**src/rtl/vga_vram_scanout.sv**
```systemverilog
// 1bpp frame-buffer scanout: VRAM port B addressing, pixel select, sync delay.
// Define PIXEL_DOUBLE_EN for 320x240 mode (each VRAM pixel drawn as 2x2).
module vga_vram_scanout #(
   parameter int         H_ACTIVE       = 640,
   parameter int         V_ACTIVE       = 480,
   parameter int         BYTES_PER_LINE = 80,
   parameter int         RD_LAT         = 1,
   parameter logic [7:0] FG_COLOR       = 8'hFF,
   parameter logic [7:0] BG_COLOR       = 8'h00
) (
   input  logic        clk,
   input  logic        clr,
   input  logic [9:0]  x,
   input  logic [9:0]  y,
   input  logic        vidon_in,
   input  logic        hsync_in,
   input  logic        vsync_in,
   output logic [15:0] vram_addr,
   input  logic [7:0]  vram_data,
   output logic [2:0]  red,
   output logic [2:0]  green,
   output logic [1:0]  blue,
   output logic        hsync,
   output logic        vsync
);

   localparam int         L     = RD_LAT + 2;
   localparam logic [9:0] H_MAX = 10'(H_ACTIVE);
   localparam logic [9:0] V_MAX = 10'(V_ACTIVE);

`ifdef PIXEL_DOUBLE_EN
   localparam logic [15:0] STEP = 16'(BYTES_PER_LINE / 2);
`else
   localparam logic [15:0] STEP = 16'(BYTES_PER_LINE);
`endif

   logic [15:0]   line_base;
   logic [15:0]   line_base_next;
   logic [9:0]    y_prev;
   logic [15:0]   col_off;
   logic [2:0]    x_sel;
   logic          y_step;

   logic [L-1:0]      hs_d;
   logic [L-1:0]      vs_d;
   logic [RD_LAT:0]   vid_d;
   logic [2:0]        xs_d [RD_LAT+1];
   logic              pix_bit;
   logic [7:0]        color;

`ifdef PIXEL_DOUBLE_EN
   assign col_off = 16'(x[9:4]);
   assign x_sel   = x[3:1];
   // two display lines share one VRAM line; advance on entering an even row
   assign y_step  = (y != y_prev) && (y < V_MAX) && !y[0];
`else
   assign col_off = 16'(x[9:3]);
   assign x_sel   = x[2:0];
   assign y_step  = (y != y_prev) && (y < V_MAX);
`endif

   always_comb begin
      line_base_next = line_base;
      if (y == 10'd0)
         line_base_next = '0;
      else if (y_step)
         line_base_next = line_base + STEP;
   end

   always_ff @(posedge clk) begin
      if (clr) begin
         line_base <= '0;
         y_prev    <= '0;
         vram_addr <= '0;
      end else begin
         line_base <= line_base_next;
         y_prev    <= y;
         if (x < H_MAX && y < V_MAX)
            vram_addr <= line_base_next + col_off;
      end
   end

   // stage RD_LAT of the delay lines lines up with the RAM output
   assign pix_bit = vram_data[xs_d[RD_LAT]];
   assign color   = !vid_d[RD_LAT] ? 8'h00
                  : pix_bit        ? FG_COLOR : BG_COLOR;

   always_ff @(posedge clk) begin
      if (clr) begin
         hs_d  <= '1;
         vs_d  <= '1;
         vid_d <= '0;
         for (int i = 0; i <= RD_LAT; i++)
            xs_d[i] <= '0;
         {red, green, blue} <= 8'h00;
      end else begin
         hs_d  <= {hs_d[L-2:0], hsync_in};
         vs_d  <= {vs_d[L-2:0], vsync_in};
         vid_d <= {vid_d[RD_LAT-1:0], vidon_in};
         xs_d[0] <= x_sel;
         for (int i = 1; i <= RD_LAT; i++)
            xs_d[i] <= xs_d[i-1];
         {red, green, blue} <= color;
      end
   end

   assign hsync = hs_d[L-1];
   assign vsync = vs_d[L-1];

endmodule

```
**config.mk**
```make
export PLATFORM = sky130hd
export DESIGN_NAME = vga_vram_scanout
export DESIGN_NICKNAME = d
export VERILOG_FILES = /design/src/rtl/vga_vram_scanout.sv
export SDC_FILE = /design/constraint.sdc
export NUM_CORES = 1
export LEC_CHECK = 0
export BUFFER_PORTS_ARGS = -buffer_cell sky130_fd_sc_hd__buf_2
export CORE_ASPECT_RATIO = 1.4
export CORE_UTILIZATION = 54
export CTS_BUF_LIST = sky130_fd_sc_hd__clkbuf_16
export CTS_CLUSTER_DIAMETER = 80
export DETAILED_ROUTE_END_ITERATION = 6
export MAX_ROUTING_LAYER = met4
export PLACE_DENSITY = 0.79
export SKIP_CTS_REPAIR_TIMING = 1
export SYNTH_ARGS = -nofsm -noshare
export SYNTH_HDL_FRONTEND = slang
export SYNTH_SLANG_ARGS = --single-unit
```
**constraint.sdc**
```tcl
create_clock -name clk -period 4.2 [get_ports clk]
set_input_delay 0.63 -clock clk [delete_from_list [all_inputs] [get_ports clk]]
set_output_delay 0.63 -clock clk [all_outputs]
set_load 0.02 [all_outputs]
```
==> metrics <==
kind of critical path input pin to register; first-pass GRT wire length 10.54 mm; Layout Cells excl Fill 425; Worst Skew 0.007186 ns; NumNets Final 398; worst path required time 4.40 ns; Post-synth ARST share 0%; syn_area_per_cell 9.363 µm²; most frequent cells in the layout buf_2, dfxtp_1, nor2_1, nor2b_1, nand2_1; final global-route overflow total 0; Routed WL 6.410 mm; leakage power 1.445 nW; PortBufs 58; Initial Util 57.45%; Site Rows 30; Net Switching 0.0003716 W; drt initial violations 129; r2r endpoint vram_addr[14]; hold endpoint vs_d[2]; fmax 271.4 MHz; vias in the first global route 2380; FF-to-FF path depth 13; Hold Startpoint vs_d[1]; Die ar. 5570 µm²; area leader, netlist dfxtp_1; register area share after synthesis 40.09%; Hold Vio Cnt, Final 0; RSZ-0062 raised after global routing no; Synth top area share 40.09%; setup_tns 0 ns; number of routed nets with antenna violations 0; initial antenna violation count 0; Boundary Pins 59; first drt pass iteration count 4; Final Core Density 69.22%; Worst-Margin Slew 1.009 ns; chip width 63.36 µm; post-synthesis register bit count 57; via-per-instance ratio 5.784; status completed; DP HPWL 4.404 mm; Mapped Cells 304; TritonCTS Sinks 57; cell count after placement 409; switching part of the total power 25.24%; ranking of synthesized cells by area dfxtp_1, nor2b_1, ha_1; Area Growth Syn to Fin 20.48%; flop2flop setup slack 0.69 ns; Cell Area, Placed 3142 µm²; EDFF count, synth 0; maxcap violations 0; hold depth 1; Comb power frac 13.2%; Clock Tree Buf Depth 2; Die Y 87.91 µm; peak fanout along the critical path 7; internal power 0.001101 W; most used flip-flop cell after synthesis dfxtp_1; Synth Cell Area 2846 µm²; fin crit share 87.74%; clock share of power 47.2%; pin count of the biggest net entering global routing 61; clock transition at the registers of the reported paths 0.05 ns; Final min period 3.685 ns; CTS buffer count 9; Setup violations, final 0; Sequential Power Share 39.6%; Pwr Density 429.2 nW/µm²; routed len/inst 15.08 µm; RR Startpoint y_prev[1]; Skew-Pair Late Insertion Delay 0.32 ns; Setup crit start kind input pin; HP Class register to register; core area 4955 µm²; Root Buffer clkbuf_16; max-slew violations 0; maximum vdd drop 0.4112 mV; Slew Limit Headroom 32.71%; WP data arrival 3.89 ns; CTS tree yes; GP Congestion 0.8628; DRC 0; gr usage total 25.21%; Ys Warns 0; finished layout cell area 3430 µm²; Synthesized Nets 346; commonest non-fill, non-tap cell in the layout buf_2; layout cells sized above 1 27.98%; H-tree Lvls 3; Yosys cell types 61; # diodes 0; CP endpoint kind register; via count of the routed design 2458
[flip-flops by register name (all words and copies together), names as in the netlist]
name,count
line_base,16
vram_addr,16
y_prev,10
xs_d,6
hs_d,3
vs_d,3
vid_d,2
red,1
[per-layer routing]
metal / routed length [µm] / global-route usage, % / share of wire [%]
met1: 2632 / 26.45 / 41
met2: 3319 / 44.10 / 52
met3: 308 / 5.729 / 4.8
met4: 150 / 12.60 / 2.3
met5: 0 / - / 0
[how the worst max path moves through the flow]
stage                     start       endpoint  slack [ns]
after global placement     y[8]  vram_addr[14]        0.43
after CTS                  y[8]  vram_addr[14]        0.55
after global routing       y[8]  vram_addr[14]        0.28
after floorplan            y[5]  vram_addr[15]        0.64
final                      y[8]  vram_addr[14]        0.51
after detailed placement   y[8]  vram_addr[14]        0.29
[power groups by stage]
| stage | registers (W) | logic (W) | clock network [W] |
|---|---|---|---|
| after floorplan | 0.000605 | 0.000123 | 0 |
| after global placement | 0.000592 | 0.000189 | 0 |
| after detailed placement | 0.000594 | 0.000193 | 0 |
| after CTS | 0.000583 | 0.000195 | 0.000702 |
| after global routing | 0.000585 | 0.000214 | 0.000732 |
| final | 0.000583 | 0.000194 | 0.000695 |
[critical path: stages]
cell and delay (ns):
buf_2 0.14, xor2_1 0.18, nor4_4 0.48, and3_1 0.24, nor2_1 0.08, xnor2_1 0.19, nor2_1 0.07, ha_1 0.32
nand2_1 0.07, o21ai_0 0.30, o41ai_1 0.16, nor3_2 0.43, a2111oi_0 0.20, or3b_1 0.39
[stage by stage]
stage / power, W / setup WS, ns / hold WS (ns)
5_1_grt: 0.001531 / 0.2817 / 0.4218
3_3_place_gp: 0.0007808 / 0.4286 / 0.3918
3_5_place_dp: 0.0007862 / 0.2931 / 0.3991
2_1_floorplan: 0.0007284 / 0.6396 / 0.3895
6_report: 0.001472 / 0.5150 / 0.4099
4_1_cts: 0.001480 / 0.5506 / 0.4138
[cell type report]
type / count / area [µm²]
Multi-Input combinational cell: 223 / 1585
Fill cell: 418 / 1525
Sequential cell: 57 / 1141
Timing Repair Buffer: 63 / 327.8
Clock buffer: 9 / 225.2
Tap cell: 64 / 80.08
Clock inverter: 7 / 62.56
Inverter: 2 / 7.507
[cell families after synthesis]
kind of cell,share of synthesized area (%)
AOI/OAI and AO/OA,16.88
xor gates and xnor gates,5.802
adders and majority gates,4.220
buffers and inverters,4.220
DFF,40.09
muxes,2.637
and+or+nand+nor,26.15
[cell usage after synthesis (4+ instances only)]
cell / number
dfxtp_1: 57
nor2_1: 26
nor2b_1: 25
nand2_1: 21
a21oi_1: 12
clkbuf_1: 11
nor3_1: 11
xor2_1: 10
and2_1: 8
buf_4: 8
ha_1: 8
o21ai_0: 7
or2_2: 7
xnor2_1: 7
nand3_1: 6
a211oi_1: 5
a311oi_1: 5
and4_1: 4
nand4_1: 4
nor4_1: 4
o21a_1: 4
(Power assumes the default switching activity.)
